==> config.mk <==
export PLATFORM = sky130hd
export DESIGN_NAME = mac_seq_ctrl
export DESIGN_NICKNAME = d
export VERILOG_FILES = /design/src/rtl/mac_seq_ctrl.sv
export SDC_FILE = /design/constraint.sdc
export NUM_CORES = 1
export LEC_CHECK = 0
export BUFFER_PORTS_ARGS = -buffer_cell sky130_fd_sc_hd__buf_2
export CORE_MARGIN = 8
export CORE_UTILIZATION = 38
export DETAILED_ROUTE_END_ITERATION = 6
export GPL_ROUTABILITY_DRIVEN = 0
export PLACE_DENSITY_LB_ADDON = 0.08
export SLEW_MARGIN = 5
export SYNTH_ARGS = -nofsm -noshare
export SYNTH_HDL_FRONTEND = slang
export SYNTH_SLANG_ARGS = --single-unit
==> constraint.sdc <==
create_clock -name clk -period 2.2 [get_ports clk]
set_clock_uncertainty 0.2 [all_clocks]
set_input_delay 0.44 -clock clk [delete_from_list [all_inputs] [get_ports clk]]
set_output_delay 0.44 -clock clk [all_outputs]
set_load 0.02 [all_outputs]
==> src/rtl/mac_seq_ctrl.sv <==
// Sequencing controller for a registered 4-lane MAC wrapper: streams N operand
// chunks into the MAC, feeding its output back as the partial sum, and returns the result.
module mac_seq_ctrl #(
    parameter int unsigned bw      = 4,
    parameter int unsigned psum_bw = 16,
    parameter int unsigned len_bw  = 4
) (
    input  logic                 clk,
    input  logic                 reset_n,
    input  logic                 start,
    input  logic [len_bw-1:0]    num_chunk,
    input  logic [psum_bw-1:0]   bias,
    input  logic                 in_valid,
    output logic                 in_ready,
    input  logic [4*bw-1:0]      in_a,
    input  logic [4*bw-1:0]      in_b,
    output logic [4*bw-1:0]      mac_a,
    output logic [4*bw-1:0]      mac_b,
    output logic [psum_bw-1:0]   mac_c,
    input  logic [psum_bw-1:0]   mac_out,
    output logic                 out_valid,
    input  logic                 out_ready,
    output logic [psum_bw-1:0]   result,
    output logic                 busy
);

    typedef enum logic [1:0] {
        IDLE  = 2'd0,
        RUN   = 2'd1,
        DRAIN = 2'd2,
        DONE  = 2'd3
    } state_t;

    state_t               state_q, state_d;
    logic [len_bw-1:0]    cnt_q, cnt_d;
    logic [len_bw-1:0]    num_q, num_d;
    logic [psum_bw-1:0]   result_d;
    logic                 out_valid_d;

    // State, counters and registered outputs
    always_ff @(posedge clk) begin
        if (!reset_n) begin
            state_q   <= IDLE;
            cnt_q     <= '0;
            num_q     <= '0;
            result    <= '0;
            out_valid <= 1'b0;
        end else begin
            state_q   <= state_d;
            cnt_q     <= cnt_d;
            num_q     <= num_d;
            result    <= result_d;
            out_valid <= out_valid_d;
        end
    end

    // Next-state, register next values and combinational MAC drive
    always_comb begin
        state_d     = state_q;
        cnt_d       = cnt_q;
        num_d       = num_q;
        result_d    = result;
        out_valid_d = out_valid;
        in_ready    = 1'b0;
        busy        = (state_q != IDLE);
        mac_a       = '0;
        mac_b       = '0;
        mac_c       = mac_out;

        case (state_q)
            IDLE: begin
                mac_c = '0;
                if (start) begin
                    mac_c   = bias;
                    num_d   = num_chunk;
                    cnt_d   = '0;
                    state_d = (num_chunk == '0) ? DRAIN : RUN;
                end
            end
            RUN: begin
                in_ready = 1'b1;
                if (in_valid) begin
                    mac_a = in_a;
                    mac_b = in_b;
                    cnt_d = cnt_q + len_bw'(1);
                    if (cnt_d == num_q) begin
                        state_d = DRAIN;
                    end
                end
            end
            DRAIN: begin
                result_d    = mac_out;
                out_valid_d = 1'b1;
                state_d     = DONE;
            end
            DONE: begin
                out_valid_d = 1'b1;
                if (out_ready) begin
                    out_valid_d = 1'b0;
                    state_d     = IDLE;
                end
            end
            default: begin
                state_d = IDLE;
            end
        endcase

        // Zero drive while in reset so the wrapper flushes on the reset edge
        if (!reset_n) begin
            mac_a = '0;
            mac_b = '0;
            mac_c = '0;
        end
    end

endmodule

==> results of run 1 <==
Yosys cell counts:
| master | number |
|---|---|
| a22oi_1 | 17 |
| clkbuf_1 | 10 |
| ha_1 | 6 |
| nor4_1 | 1 |
| and3_1 | 1 |
| buf_2 | 1 |
| nor2_1 | 36 |
| dfxtp_1 | 27 |
| buf_1 | 1 |
| inv_1 | 4 |
| clkinv_1 | 2 |
| and2_1 | 33 |
| o21ai_0 | 2 |
| o41ai_4 | 1 |
| nand2_1 | 13 |
| xnor2_1 | 4 |
| nand3_1 | 2 |
| o211ai_1 | 2 |
| a21oi_1 | 9 |
| a311oi_1 | 1 |
| a211oi_1 | 1 |
| nand2b_1 | 2 |
| xor2_1 | 2 |
| nand3b_1 | 1 |
| nor3_1 | 1 |
| mux2i_1 | 18 |
| nor2b_1 | 1 |
| or3_1 | 1 |
per-stage QoR:
step	hold WS (ns)	setup WS (ns)	instance area, sq um
4_1_cts	0.1520	0.00001144	2496
5_1_grt	0.1671	-0.03912	2591
3_3_place_gp	0.2607	-0.02759	2386
2_1_floorplan	0.2481	0.05395	1610
6_report	0.1569	0.05682	2591
3_5_place_dp	0.2671	-0.03874	2386
power groups by stage:
stage | combinational (uW) | clock [uW] | sequential [uW]
after CTS | 1540 | 292 | 658
after global placement | 1430 | 0 | 664
after floorplan | 887 | 0 | 759
final | 1650 | 283 | 659
after detailed placement | 1440 | 0 | 666
after global routing | 1820 | 308 | 671
path summary, 6_finish.rpt:
kind | startpoint | end | slack, ns | depth (start not counted)
worst min-delay path | out_ready | out_valid$_SDFFE_PN0P_ | 0.16 | 2
worst max-delay path | state_q[0]$_SDFFE_PN0P_ | mac_c[7] | 0.06 | 7
worst min register to register | num_q[3]$_SDFFE_PN0P_ | num_q[3]$_SDFFE_PN0P_ | 0.28 | 2
worst max register to register | cnt_q[0]$_SDFFE_PN0P_ | state_q[1]$_SDFFE_PN0P_ | 0.28 | 5
sequential cells by signal (all words and copies together), names as in the netlist:
name and flops:
cnt_q 4, num_q 4, out_valid 1, result 16, state_q 2
routing by layer:
metal,vias to the layer above,global-route usage
met3,6,0.04525
met4,0,0.05357
met2,77,0.2823
met5,-,0
li1,966,-
met1,833,0.1753
area by class of cell:
class,instances,area (sq um),area share
Clock buffer,4,45.04,0.01738
Inverter,6,27.53,0.01062
Multi-Input combinational cell,158,1096,0.4230
Sequential cell,27,543.0,0.2096
Tap cell,50,62.56,0.02414
Timing Repair Buffer,150,817.0,0.3153
cell usage in the layout (no fill, tap or decap), drive strengths merged, types with 6 or more instances in the layout:
master	count
ha	6
mux2i	18
a21oi	9
and2	33
nor2	36
nand2	13
buf	150
dfxtp	27
a22oi	17
cells by family after synthesis:
group	count (synthesis)
AOI/OAI and AO/OA	33
xor gates and xnor gates	6
adders and majority gates	6
buffers and inverters	18
DFF	27
muxes	18
and+or+nand+nor	92
worst max-delay path, delay by kind of cell, from the launching register on:
family	cells	cell delay [ns]
fa+ha+maj	1	0.17
compound gates	1	0.15
buf+inv	3	0.36
simple gates	2	0.21
flops	1	0.35
what timing repair did:
item / in CTS / in global routing
cloned: 1 / 3
gates resized for setup: 12 / 22
pin swaps: 0 / 3
setup endpoints to repair: 49 / 48
buffers inserted: 3 / 0
==> impl_metrics.tcl, run 1 <==
set metrics [dict create \
    grt_pass1_wl_mm 8.376 \
    fillers 381 \
    ioPinCount 140 \
    hold_viol 0 \
    numCtsBuffers 3 \
    relSlewSlack 0.6839 \
    switchingPower_uw 1150 \
    internal-power_uw 1444 \
    synthAdderAreaFrac 0.04666 \
    path_class "reg -> out" \
    switching_share 0.4433 \
    dr.pass1.iters 4 \
    dp_hpwl_mm 4.422 \
    setup-tns-final_ns 0 \
    wl_per_cell_um 14.90 \
    status "finished clean" \
    synth_nets 279 \
    synth-simple-area-share 0.2799 \
    synth_top_family_by_area "simple AND/OR/NAND/NOR gates" \
    setup_violations 0 \
    via_per_inst 4.765 \
    drv_slew 0 \
    crit_path_end_kind "output port" \
    worst_pin_slew_ns 0.4698 \
    wl_met3_um 537 \
    cp-start-kind "flip-flop" \
    cts_root_buf "clkbuf_8" \
    htree_levels 1 \
    wl_met1_mm 2.301 \
    synth_xor_area_frac 0.03266 \
    route.met2.wl_mm 2.997 \
    dp_cells 384 \
    synthMuxAreaShare 0.1120 \
    required_ns 1.56 \
    clk_pin_slew_ns 0.09 \
    num_antenna_cells 0 \
    avgSynthCellArea_sq_um 8.045 \
    grt_pass1_vias 1885 \
    via_count 1882 \
    clock_latency_ns 0.27 \
    port_buffers 139 \
    rows 23 \
    power.total_uw 2594 \
    clkPwrFrac 0.109 \
    synthTopCellsByArea "dfxtp_1, and2_1, mux2i_1" \
    seqPwrFrac 0.254 \
    cp_max_fo 6 \
    maxCapViolations 0 \
    cts_hold_buffers 0 \
    synth_compound_area_frac 0.1501 \
    hp-class "in -> reg" \
    die_w_um 81.07 \
    ys_ff_latch 27 \
    crit_slowest_cell "dfxtp_2" \
    fin_nets 425 \
    fin_cells 395 \
    die_y_um 81.07 \
    ant_nets 0 \
    synth_area_sq_um 1609 \
    grt_start_max_net_pins 43 \
    fmax_mhz 466.6 \
    cp_cell_sequence "inv_2 > ha_4 > and2_4 > buf_6 > a22oi_1 > nor2_1 > buf_2" \
    p_per_area_nw_per_um2 1001 \
    p_leak_uw 0.001378 \
    start_util 0.3994 \
    worst_ep_arrival_time_ns 1.50 \
    final_core_util 0.6432 \
    rsz0062_at_grt "true" \
    ir_drop_mv 0.5145 \
    drc 0 \
    drt_iter0_drc 71 \
    min_period_ns 2.143 \
    synthCells 200 \
    top_layer_used "met4" \
    cts_sinks 27 \
    synth_warnings 0 \
    routed_wl_mm 5.886 \
    antenna_found_initial 0 \
    synth.largest_area_cell "dfxtp_1" \
    fp.coreArea_sq_um 4029 \
    seq_area_frac_synth 0.3359 \
    tritoncts "done" \
    clk_path_buf_depth 2 \
    grt_use_total 0.1581 \
    drive_above_1_share 0.5043 \
    die_area_sq_um 6572 \
    combinationalPowerShare 0.637 \
    synth_top_area_share 0.3359 \
    area_growth_pct 61.04 \
    slowest_delay_ns 0.35 \
    fin_crit_sh 0.9742 \
    gr-total-overflow 0 \
    yosysUniqueCellTypes 28 \
]
Note: power is estimated with default switching activity, not from simulation.
==> run 2, diff against run 1 <==
==> constraint.sdc (replaced) <==
create_clock -name clk -period 2.2 [get_ports clk]
set_clock_uncertainty 0.2 [all_clocks]
set_input_delay 0 -clock clk [delete_from_list [all_inputs] [get_ports clk]]
set_output_delay 0 -clock clk [all_outputs]
set_load 0.02 [all_outputs]
==> run 2 against run 1 <==
Cell count rose by 4.3%; final area rose by 3.6%; sequential share of layout area fell by 0.83 points; combinational power fell by 8%; fmax rose by 6.7%; register-to-register slack got worse by 0.08 ns; die area did not move; sequential power rose by 0.6%; critical path depth fell by 1; wire length fell by 0.25%.
==> impl_metrics.tcl, run 2 (synthesized netlist as in run 1, its figures left out) <==
set metrics [dict create \
    worst_pin_slew_ns 0.4377 \
    grt_pass1_vias 2053 \
    clk_pin_slew_ns 0.09 \
    drive_above_1_share 0.4171 \
    drt_iter0_drc 71 \
    fp.coreArea_sq_um 4029 \
    cp_max_fo 32 \
    clk_path_buf_depth 2 \
    die_area_sq_um 6572 \
    largest_reg_flops 16 \
    p_per_area_nw_per_um2 919.2 \
    area_growth_pct 66.87 \
    hp-class "in -> reg" \
    crit_buf_inv 3 \
    die_y_um 81.07 \
    cts_sinks 27 \
    start_util 0.3994 \
    clock_latency_ns 0.27 \
    final_core_util 0.6665 \
    reg2reg_to "num_q[0]$_SDFFE_PN0P_" \
    grt_use_total 0.1620 \
    worst_ep_arrival_time_ns 1.81 \
    tritoncts "done" \
    antenna_found_initial 0 \
    switching_share 0.4476 \
    clkPwrFrac 0.114 \
    hold_path_end "cnt_q[3]$_SDFFE_PN0P_" \
    combinationalPowerShare 0.617 \
    numCtsBuffers 3 \
    top_regs "result: 16 flops, cnt_q: 4 flops, num_q: 4 flops" \
    rsz0062_at_grt "false" \
    gr-total-overflow 0 \
    fin_nets 442 \
    r2r-start "state_q[0]$_SDFFE_PN0P_" \
    dpl_worst_slack_ns 0.2002 \
    switchingPower_uw 1105 \
    grt_pass1_wl_mm 8.783 \
    cp_cell_sequence "inv_1 > ha_1 > and3_1 > buf_4 > and2_1 > buf_2" \
    fin_crit_sh 0.9129 \
    via_per_inst 4.772 \
    min_path_cells 4 \
    setup_violations 0 \
    dr.pass1.iters 4 \
    fmax_mhz 497.9 \
    p_leak_uw 0.001438 \
    top_register "result" \
    num_antenna_cells 0 \
    ant_nets 0 \
    rows 23 \
    seqPwrFrac 0.269 \
    final_common_cell "buf_2" \
    layout_common_cells "buf_2, nor2_1, and2_1" \
    grt_start_max_net_pins 33 \
    drc 0 \
    hp-start "in_valid" \
    htree_levels 1 \
    drv_slew 0 \
    via_count 1966 \
    crit_path_end_kind "output port" \
    internal-power_uw 1363 \
    cp-start-kind "flip-flop" \
    path_class "reg -> out" \
    wl_per_cell_um 14.25 \
    ir_drop_mv 0.5450 \
    r2r_cells 6 \
    port_buffers 139 \
    crit_family "buffers and inverters" \
    relSlewSlack 0.7055 \
    dp_hpwl_mm 4.446 \
    maxCapViolations 0 \
    setup-tns-final_ns 0 \
    die_w_um 81.07 \
    cts_root_buf "clkbuf_8" \
    min_period_ns 2.008 \
    hold_viol 0 \
    crit_slowest_cell "dfxtp_1" \
    routed_wl_mm 5.871 \
    required_ns 2.00 \
    ioPinCount 140 \
    status "finished clean" \
    setup_slack_ns 0.1915 \
    reg2reg_slack_ns 0.20 \
    slowest_delay_ns 0.35 \
]
run 2: cell types whose count changed in the layout (fill, tap and decap cells not counted), sizes merged:
cell         change
and2             +1
buf              -7
dlygate4sd3     +26
clkinvlp         +1
clkinv           -1
and3             -3
run 2: worst max-delay path by stage:
stage	start	endpoint	slack, ns	depth (start not counted)
floorplan	state_q[0]$_SDFFE_PN0P_	mac_c[10]	0.33	6
global placement	state_q[0]$_SDFFE_PN0P_	mac_c[3]	0.26	6
detailed placement	state_q[0]$_SDFFE_PN0P_	mac_c[3]	0.20	6
CTS	state_q[0]$_SDFFE_PN0P_	mac_c[9]	0.009	6
global route	state_q[1]$_SDFFE_PN0P_	mac_b[5]	0.04	6
finish	state_q[1]$_SDFFE_PN0P_	mac_a[11]	0.19	6
run 2: routing by layer:
metal  track usage  share of wire  up-vias
met5             0              0        -
met4       0.05000         0.0072        0
met3       0.05629           0.10        4
met2        0.3023           0.50       76
met1        0.1651           0.39      889
li1              -              -      997
run 2: power by group through the flow:
| stage | clock, uW | sequential, uW | combinational [uW] |
|---|---|---|---|
| 6_report | 282 | 663 | 1520 |
| 5_1_grt | 307 | 679 | 1670 |
| 4_1_cts | 292 | 663 | 1430 |
| 3_5_place_dp | 0 | 672 | 1380 |
| 3_3_place_gp | 0 | 669 | 1370 |
| 2_1_floorplan | 0 | 759 | 884 |
run 2: cell type report:
cell class	count	area, sq um
Inverter	6	26.28
Tap cell	50	62.56
Multi-Input combinational cell	156	1012
Sequential cell	27	540.5
Fill cell	357	1344
Timing Repair Buffer	169	998.5
Clock buffer	4	45.04
run 2: timing repair:
action / CTS / global route
pin swaps: 0 / 1
setup buffers: 0 / 1
cloned: 0 / 1
endpoints found under the setup margin: 16 / 19
hold buffers: 26 / 0
gates resized for setup: 1 / 3
hold endpoints to repair: 23 / 0
run 2: worst reg2reg max path, stage by stage (launching register included):
cell           delay (ns)
dfxtp_1              0.35
inv_1                0.12
ha_2                 0.27
and2_4               0.25
nand2_1              0.08
a21oi_1              0.12
dlygate4sd3_1        0.56
run 2: stage by stage:
stage	hold WS, ns	cells	total power, uW	area, sq um
CTS	0.02942	410	2387	2650
global placement	0.009366	380	2043	2344
global route	0.06344	412	2655	2685
detailed placement	0.01500	380	2052	2344
floorplan	-0.1001	200	1643	1609
finish	0.04182	412	2468	2685
